File: src/rtl/dec_sched_pkg.sv
// Shared state encoding and field widths for the decimation-clock configuration scheduler.
package dec_sched_pkg;
  localparam int RATIO_W    = 7;
  localparam int DELAY_W    = 7;
  localparam int EDGE_CNT_W = 4;

  typedef enum logic [2:0] {
    IDLE,
    LOAD,
    WAIT_DLY,
    SETTLE,
    ACK
  } state_t;
endpackage

File: src/rtl/dec_clk_scheduler_rr_arbiter.sv
// Round-robin one-hot arbiter: first set request at or after the pointer wins;
// the pointer moves past the winner only when the grant is accepted.
module rr_arbiter #(
  parameter int  N_REQ = 4,
  localparam int IDX_W = $clog2(N_REQ)
) (
  input  logic             clk,
  input  logic             rst,
  input  logic [N_REQ-1:0] req,
  input  logic             accept,
  output logic [N_REQ-1:0] grant,
  output logic [IDX_W-1:0] grant_idx,
  output logic             any
);
  logic [IDX_W-1:0] ptr;

  function automatic logic [IDX_W-1:0] slot_of(input logic [IDX_W-1:0] base, input int k);
    int s;
    s = int'(base) + k;
    if (s >= N_REQ) s = s - N_REQ;
    return IDX_W'(s);
  endfunction

  // Scan from farthest to nearest so the slot closest to the pointer wins.
  always_comb begin
    grant_idx = '0;
    any       = 1'b0;
    for (int k = N_REQ - 1; k >= 0; k--) begin
      if (req[slot_of(ptr, k)]) begin
        grant_idx = slot_of(ptr, k);
        any       = 1'b1;
      end
    end
    grant = any ? (N_REQ'(1) << grant_idx) : '0;
  end

  always_ff @(posedge clk) begin
    if (!rst) begin
      ptr <= '0;
    end else if (accept) begin
      ptr <= slot_of(grant_idx, 1);
    end
  end
endmodule

File: src/rtl/dec_clk_scheduler.sv
// Arbitrates ratio/delay updates to the decimation divider and acks each requester after
// SETTLE_EDGES dec_clk edges (or timeout). DEC_SCHED_RANGE_CHECK_EN rejects ratios 0/1.
module dec_clk_scheduler
  import dec_sched_pkg::*;
#(
  parameter int                 N_REQ          = 4,
  parameter int                 SETTLE_EDGES   = 2,
  parameter int                 SETTLE_TIMEOUT = 1023,
  parameter logic [RATIO_W-1:0] DEFAULT_RATIO  = 7'd2,
  localparam int                OWN_W          = $clog2(N_REQ)
) (
  input  logic                       clk,
  input  logic                       rst,
  input  logic [N_REQ-1:0]           req,
  input  logic [N_REQ*RATIO_W-1:0]   req_ratio,
  input  logic [N_REQ*DELAY_W-1:0]   req_delay,
  output logic [N_REQ-1:0]           ack,
  output logic [N_REQ-1:0]           err,
  output logic [RATIO_W-1:0]         div_ratio,
  output logic [DELAY_W-1:0]         div_delay,
  output logic                       div_delay_valid,
  input  logic                       dec_clk,
  output logic [OWN_W-1:0]           owner,
  output logic                       busy
);
  localparam int TO_W = $clog2(SETTLE_TIMEOUT + 1);

  state_t                state, state_nxt;
  logic [N_REQ-1:0]      grant;
  logic [OWN_W-1:0]      grant_idx;
  logic                  any_req, accept, reject;
  logic [RATIO_W-1:0]    sel_ratio;
  logic [DELAY_W-1:0]    sel_delay;
  logic [DELAY_W-1:0]    dly_cnt;
  logic [EDGE_CNT_W-1:0] edge_cnt;
  logic [TO_W-1:0]       to_cnt;
  logic                  dec_clk_q, rise, settle_done, settle_tmo, fail;

  assign accept = (state == IDLE) && any_req;

  rr_arbiter #(.N_REQ(N_REQ)) u_arb (
    .clk       (clk),
    .rst       (rst),
    .req       (req),
    .accept    (accept),
    .grant     (grant),
    .grant_idx (grant_idx),
    .any       (any_req)
  );

  always_comb begin
    sel_ratio = '0;
    sel_delay = '0;
    for (int i = 0; i < N_REQ; i++) begin
      if (grant[i]) begin
        sel_ratio = sel_ratio | req_ratio[i*RATIO_W +: RATIO_W];
        sel_delay = sel_delay | req_delay[i*DELAY_W +: DELAY_W];
      end
    end
  end

`ifdef DEC_SCHED_RANGE_CHECK_EN
  assign reject = (sel_ratio < RATIO_W'(2));
`else
  assign reject = 1'b0;
`endif

  assign rise        = dec_clk & ~dec_clk_q;
  assign settle_done = rise && (edge_cnt == EDGE_CNT_W'(SETTLE_EDGES - 1));
  assign settle_tmo  = (to_cnt == TO_W'(SETTLE_TIMEOUT - 1));

  always_ff @(posedge clk) begin
    if (!rst) state <= IDLE;
    else      state <= state_nxt;
  end

  always_comb begin
    state_nxt = state;
    case (state)
      IDLE:     if (any_req) state_nxt = reject ? ACK : LOAD;
      LOAD:     state_nxt = WAIT_DLY;
      WAIT_DLY: if (dly_cnt == '0) state_nxt = SETTLE;
      SETTLE:   if (settle_done || settle_tmo) state_nxt = ACK;
      ACK:      state_nxt = IDLE;
      default:  state_nxt = IDLE;
    endcase
  end

  always_ff @(posedge clk) begin
    if (!rst) begin
      owner     <= '0;
      div_ratio <= DEFAULT_RATIO;
      div_delay <= '0;
      dly_cnt   <= '0;
      edge_cnt  <= '0;
      to_cnt    <= '0;
      dec_clk_q <= 1'b0;
      fail      <= 1'b0;
    end else begin
      dec_clk_q <= dec_clk;
      if (accept) begin
        owner <= grant_idx;
        fail  <= reject;
        if (!reject) begin
          div_ratio <= sel_ratio;
          div_delay <= sel_delay;
        end
      end
      if (state == LOAD) dly_cnt <= div_delay;
      else if (state == WAIT_DLY && dly_cnt != '0) dly_cnt <= dly_cnt - DELAY_W'(1);
      // An edge arriving in the timeout cycle still counts as a clean settle.
      if (state == SETTLE) begin
        if (rise) edge_cnt <= edge_cnt + EDGE_CNT_W'(1);
        if (to_cnt != TO_W'(SETTLE_TIMEOUT)) to_cnt <= to_cnt + TO_W'(1);
        if (!settle_done && settle_tmo) fail <= 1'b1;
      end else begin
        edge_cnt <= '0;
        to_cnt   <= '0;
      end
    end
  end

  always_comb begin
    ack             = '0;
    err             = '0;
    div_delay_valid = (state == LOAD);
    busy            = (state != IDLE);
    if (state == ACK) begin
      ack[owner] = 1'b1;
      err[owner] = fail;
    end
  end
endmodule

File: config.mk
export PLATFORM = sky130hd
export DESIGN_NAME = dec_clk_scheduler
export DESIGN_NICKNAME = d
export VERILOG_FILES = /design/src/rtl/dec_sched_pkg.sv /design/src/rtl/dec_clk_scheduler_rr_arbiter.sv /design/src/rtl/dec_clk_scheduler.sv
export SDC_FILE = /design/constraint.sdc
export NUM_CORES = 1
export LEC_CHECK = 0
export ABC_AREA = 1
export CAP_MARGIN = 10
export CORE_ASPECT_RATIO = 0.6
export CORE_MARGIN = 4
export CORE_UTILIZATION = 26
export CTS_CLUSTER_SIZE = 12
export DETAILED_ROUTE_END_ITERATION = 10
export GPL_ROUTABILITY_DRIVEN = 0
export GPL_TIMING_DRIVEN = 1
export MAX_ROUTING_LAYER = met4
export PLACE_DENSITY_LB_ADDON = 0.05
export SKIP_LAST_GASP = 1
export SYNTH_ARGS = -nofsm -noshare
export SYNTH_HDL_FRONTEND = slang
export SYNTH_SLANG_ARGS = --single-unit
export TNS_END_PERCENT = 10
File: constraint.sdc
create_clock -name clk -period 5.5 [get_ports clk]
set_input_delay 1.375 -clock clk [delete_from_list [all_inputs] [get_ports clk]]
set_output_delay 1.375 -clock clk [all_outputs]
set_load 0.005 [all_outputs]
## Yosys cells after proc, flatten, opt, wreduce, memory -nomap -nowiden

Index checks and enable logic that the tools add are counted.

| cells by class | value |
|---|---|
| multiplexer cells | 43 |
| add/sub/neg operators | 12 |
| bitwise operators | 9 |
| equal/unequal tests | 10 |
| order comparisons | 11 |
| reduce and logical (&&, ||, !) cells | 14 |
| shift operators | 1 |

Operators with widths:

| operator | number |
|---|---|
| $mux W7 | 10 |
| $or A7 B7 Y7 | 6 |
| $mux W2 | 9 |
| $lt A2 B3 Y1 const B | 5 |
| $ge A3 B3 Y1 const B | 4 |
| $mux W1 | 12 |
| $mux W4 | 3 |
| $pmux W3 S4 | 1 |
| $add A10 B1 Y10 const B | 1 |
| $eq A10 B10 Y1 const B | 1 |
| $ne A10 B10 Y1 const B | 1 |
| $sub A2 B1 Y2 const B | 5 |
| $mux W3 | 3 |
| $bmux W1 S2 | 4 |
| $logic_not A7 Y1 | 1 |
| $reduce_bool A7 Y1 | 1 |
| $sub A7 B1 Y7 const B | 1 |
| $add A2 B1 Y3 const B | 2 |
| $add A2 B2 Y3 const B | 2 |
| $eq A3 B2 Y1 const B | 2 |
| $ne A2 B2 Y1 const B | 3 |
| $logic_and A1 B1 Y1 | 5 |
| $add A4 B1 Y4 const B | 1 |
| $and A4 B4 Y4 | 1 |
| other kinds (16) | 16 |

| storage, ports and cells | value |
|---|---|
| word-level logic and storage cells | 110 |
| output and inout bits | 26 |
| register bits | 44 |
| bits of input ports | 63 |

## Logic depth before layout (Yosys ltp)

| depth | value |
|---|---|
| depth after elaboration | 18 |
| gate-level depth with buffers | 18 |
| gate-level depth less buffers | 16 |

## Hierarchy

Synthesis repeated with hierarchy kept, for this count alone.

| unflattened totals | value |
|---|---|
| cell total of the unflattened synthesis | 432 |
| area, all modules | 2,770.2 µm² |

Modules (own cells, without submodules):

| module | instances | area an instance (µm²) | cells an instance | seq. area each (µm²) |
|---|---|---|---|---|
| dec_clk_scheduler | 1 | 2,426.1 | 370 | 840.8 |
| rr_arbiter | 1 | 344.1 | 62 | 40.0 |

## Least setup slack after synthesis

No wires, ideal clock.

| timing | value |
|---|---|
| kind | input -> register |
| start | input req[1] |
| end | register div_delay[0] |
| slack | 2.489 ns |
| setup time | 0.109 ns |
| required time | 5.391 ns |
| buffers on the path | 1 |
| stages | 16 |
| arrival | 2.902 ns |
| cells stage by stage | inv_1 nand2_1 nand3_1 nand2_2 inv_1 nand2_1 nand2_1 nand2_1 inv_1 ha_1 clkbuf_1 a22o_1 nor2_1 nand3_1 nand2_1 inv_1 |

| between the ends | value |
|---|---|
| cells in the longest elaborated chain, start to end | 15 |
| elaborated cells between the ends (all ways) | 26 |
| those cells by class | shift: 1; mux: 21; bitwise: 3; reduce/logical: 1 |

RTL lines:

| item | line | source |
|---|---|---|
| start: declaration | dec_clk_scheduler.sv:14 | `input logic [N_REQ-1:0] req,` |
| $bmux W1 S2 | dec_clk_scheduler_rr_arbiter.sv:29 | `if (req[slot_of(ptr, k)]) begin` |
| $mux W1 (not written as such) | dec_clk_scheduler_rr_arbiter.sv:29 |  |
| $mux W2 (3 in a row) | dec_clk_scheduler_rr_arbiter.sv:29 |  |
| $mux W2 * | dec_clk_scheduler_rr_arbiter.sv:29 |  |
| via grant_idx[0] | dec_clk_scheduler.sv:30 | `logic [OWN_W-1:0] grant_idx;` |
| $shl A1 B2 Y4 * | dec_clk_scheduler_rr_arbiter.sv:34 | `grant = any ? (N_REQ'(1) << grant_idx) : '0;` |
| $mux W4 * | dec_clk_scheduler_rr_arbiter.sv:34 |  |
| $mux W7 | dec_clk_scheduler.sv:55 | `if (grant[i]) begin` |
| $or A7 B7 Y7 | dec_clk_scheduler.sv:57 | `sel_delay = sel_delay \| req_delay[i*DELAY_W +: DELAY_W];` |
| $mux W7 | dec_clk_scheduler.sv:55 |  |
| $or A7 B7 Y7 | dec_clk_scheduler.sv:57 |  |
| $mux W7 | dec_clk_scheduler.sv:55 |  |
| $or A7 B7 Y7 | dec_clk_scheduler.sv:57 |  |
| $mux W7 * | dec_clk_scheduler.sv:55 |  |
| end signal: assignment | dec_clk_scheduler.sv:106 | `div_delay <= sel_delay;` |
| end: declaration | dec_clk_scheduler.sv:20 | `output logic [DELAY_W-1:0] div_delay,` |

Mark *: on every way through the listed nets, which the timed path passes. The rest lies on a longest branch. The select of a mux whose other input is x is not followed.
A chain may end at the register's enable or synchronous reset.

## Final worst setup path

| timing | value |
|---|---|
| start | input req[1] |
| end | register div_delay[1] |

| between the ends | value |
|---|---|
| cells in the longest elaborated chain, start to end | 15 |
| elaborated cells between the ends (all ways) | 26 |
| those cells by class | shift: 1; mux: 21; bitwise: 3; reduce/logical: 1 |

RTL lines:

| item | line |
|---|---|
| $bmux W1 S2 | dec_clk_scheduler_rr_arbiter.sv:29 |
| $mux W1 (not written as such) | dec_clk_scheduler_rr_arbiter.sv:29 |
| $mux W2 (4 in a row) | dec_clk_scheduler_rr_arbiter.sv:29 |
| $shl A1 B2 Y4 | dec_clk_scheduler_rr_arbiter.sv:34 |
| $mux W4 | dec_clk_scheduler_rr_arbiter.sv:34 |
| $mux W7 | dec_clk_scheduler.sv:55 |
| $or A7 B7 Y7 | dec_clk_scheduler.sv:57 |
| $mux W7 | dec_clk_scheduler.sv:55 |
| $or A7 B7 Y7 | dec_clk_scheduler.sv:57 |
| $mux W7 | dec_clk_scheduler.sv:55 |
| $or A7 B7 Y7 | dec_clk_scheduler.sv:57 |
| $mux W7 | dec_clk_scheduler.sv:55 |

Several ways; a longest one is shown, not always the timed one. The select of a mux whose other input is x is not followed.

==> metrics.cfg <==
[sta]
setup_tns_ns=0
slew_headroom=0.535
setup_ws_ns=1.95
setup_viol=0
holdWs_ns=0.468
period_needed_ns=3.55
final_max_slew_viol_count=0
fmax_mhz=282
worst_slew_pin_slew_ns=0.697
finalClockSkew_ns=0.00426
finalHoldViolCount=0
finalCritPeriodShare=0.645
rsz0062_at_grt=false

[synthesis]
syn_nets=506
synth-seq-area-share=0.307
ys_async_sr_fraction=0
synth_edf_count=0
yosys.area.top_type=dfxtp_1
yosysWarnings=0
yosysTopAreaCellShare=0.307
synth_area_sq_um=2870
synth-seq-cells=44
avgSynthCellArea_sq_um=6.62
synth_flop_cell=dfxtp_1
synth_cell_types=35
syn_inst=433
ys_top_cells_by_area=dfxtp_1 (31%), nand2_1 (12%), inv_1 (10%)

[floorplanning]
core_sq_um=10700
num_rows=29
initial_utilization=0.269
dieArea_sq_um=12800
pin_count=89
die_w_microns=144
fp.dieH_microns=89.3

[finish]
layout-drive-gt1-share=0.0620
antenna_cells=0
area_growth_pct=39.1
layout.nets=588
fin_area_sq_um=3990

[placement]
portBuffers=88
hpwl_microns=6570
placed_cell_area_sq_um=3840
place_ws_ns=1.66

[routing]
routed_wl_microns=8110
drt_iter0_drc=145
wl_per_cell_microns=12.4
firstDrtPassIters=4
vias=2915
post_drt_via_cell_ratio=4.45
drcViolationCount=0
antenna_left=0

[clocking]
htree_levels=2
cts.sinks=44
post_cts_buffers=0
cts_hold_buf=0
cts_tree=built
cts_root_buf=clkbuf_16
clk_path_buf_depth=2
cts-resized-gates=0
clkTransAtPathRegs_ns=0.06
clk_latency_ns=0.29
cts_buffers=5

[setup_path]
crit_arrival_ns=3.73
reg2reg_depth=11
r2r-start=u_arb.ptr[0]
critPathCaptureType=flop
r2r_slack_ns=2.91
required_ns=5.68
critPathLaunchType=input pin
timing.rr.end=div_delay[1]
cp_max_fo=33
path_class=in2reg

[worst_hold_path]
hold_depth=2
min_path_type=reg2reg
holdPathEnd=fail
holdCritStartpoint=fail

[global_routing]
grt_pass1_wl_microns=13400
grt-ovfl-total=0
grt_pass1_vias=2723
antenna_found_initial=0
grt_start_max_net_pins=34
grt_usage=0.136

[power]
report.power.total_w=0.00188
power.density_nw_per_um2=471
cellLeakagePower_nw=1.73
peakVddDrop_v=0.000190

[job]
cap_violations=0

[outcome]
status=finished, final reports clean

-- metal layers --
layer	global-route usage	routed length (microns)	part of all wire	vias up
li1	-	-	-	1562
met1	0.193	4350	0.54	1286
met4	0.0308	68	0.0084	0
met2	0.198	3330	0.41	59
met5	-	0	0	-
met3	0.0299	357	0.044	8
-- through the flow --
| step | instances | util |
|---|---|---|
| 2_1_floorplan | 433 | - |
| 3_3_place_gp | 647 | 0.360 |
| 3_5_place_dp | 647 | 0.360 |
| 4_1_cts | 655 | 0.374 |
| 5_1_grt | 655 | 0.374 |
| 6_report | 655 | 0.374 |
-- cell type report --
cell class | count | area [sq um]
clock buffers | 8 | 146
fillers | 1149 | 6680
repair buffers | 89 | 888
multi-input cells | 297 | 1600
flip-flops and latches | 44 | 881
well taps | 139 | 174
inverters | 78 | 295
-- state kept, by name (all words and copies together), names as in the netlist --
signal / count
state: 3
dly_cnt: 7
to_cnt: 10
div_ratio: 7
u_arb.ptr: 2
dec_clk_q: 1
edge_cnt: 4
owner: 2
fail: 1
div_delay: 7
-- Yosys cell counts (2+ instances only) --
cell / n
a22o_1: 13
nor3_2: 2
or2_2: 2
nand2_2: 5
a21oi_1: 29
inv_1: 76
buf_6: 3
buf_4: 3
a31oi_1: 3
nor2_1: 32
ha_1: 10
nand2_1: 90
nor2_2: 2
nand3_2: 10
clkbuf_1: 5
o21ai_0: 12
buf_2: 2
nor4_1: 5
xor2_1: 6
nand4_1: 2
nor3_1: 8
dfxtp_1: 44
nand3_1: 56
xnor2_1: 2
-- cells in the final DEF (no fill, tap or decap), drive strengths merged, types with 2 or more instances in the layout --
master	synthesis	layout
a21oi	29	29
a22o	13	13
a31oi	4	4
clkbuf	5	8
clkdlybuf4s50	0	88
dfxtp	44	44
ha	10	10
inv	78	78
nand2	95	95
nand3	66	66
nand4	2	2
nor2	35	35
nor3	10	10
nor4	5	5
o21ai	12	12
or2	2	2
xnor2	2	2
xor2	6	6
-- cell families after synthesis --
family	after synthesis	share of synthesized area
AOI/OAI and AO/OA	62	0.133
xor gates and xnor gates	8	0.0245
adders and majority gates	10	0.0437
buffers and inverters	92	0.134
DFF	44	0.307
and+or+nand+nor	217	0.358
-- worst max-delay path: stages --
cell and delay, ns:
clkdlybuf4s50_1 0.48, inv_1 0.06, nand2_1 0.09, nand3_1 0.13, nand2_2 0.12, nor2_4 0.05, nand2_2 0.45, nand2_2 0.54
nor2_1 0.20, nand3_1 0.11, nand2_1 0.08, inv_1 0.04
-- worst max-delay path by stage --
stage            from  slack, ns            to  depth (start not counted)
2_1_floorplan  req[1]       2.49  div_delay[0]                         16
3_3_place_gp      rst       1.70     to_cnt[8]                          5
3_5_place_dp   req[1]       1.66  div_delay[4]                         12
4_1_cts        req[1]       1.96  div_delay[1]                         12
5_1_grt        req[1]       1.69  div_ratio[6]                         12
6_report       req[1]       1.95  div_delay[1]                         12
-- power by group --
| group | internal, W | switching [W] | total, W |
|---|---|---|---|
| Combinational | 0.000457 | 0.000647 | 0.00110 |
| Sequential | 0.000402 | 0.0000730 | 0.000475 |
| Clock | 0.000181 | 0.000118 | 0.000300 |
| Total | 0.00104 | 0.000838 | 0.00188 |
No activity file was read; power rests on OpenSTA's default activity.
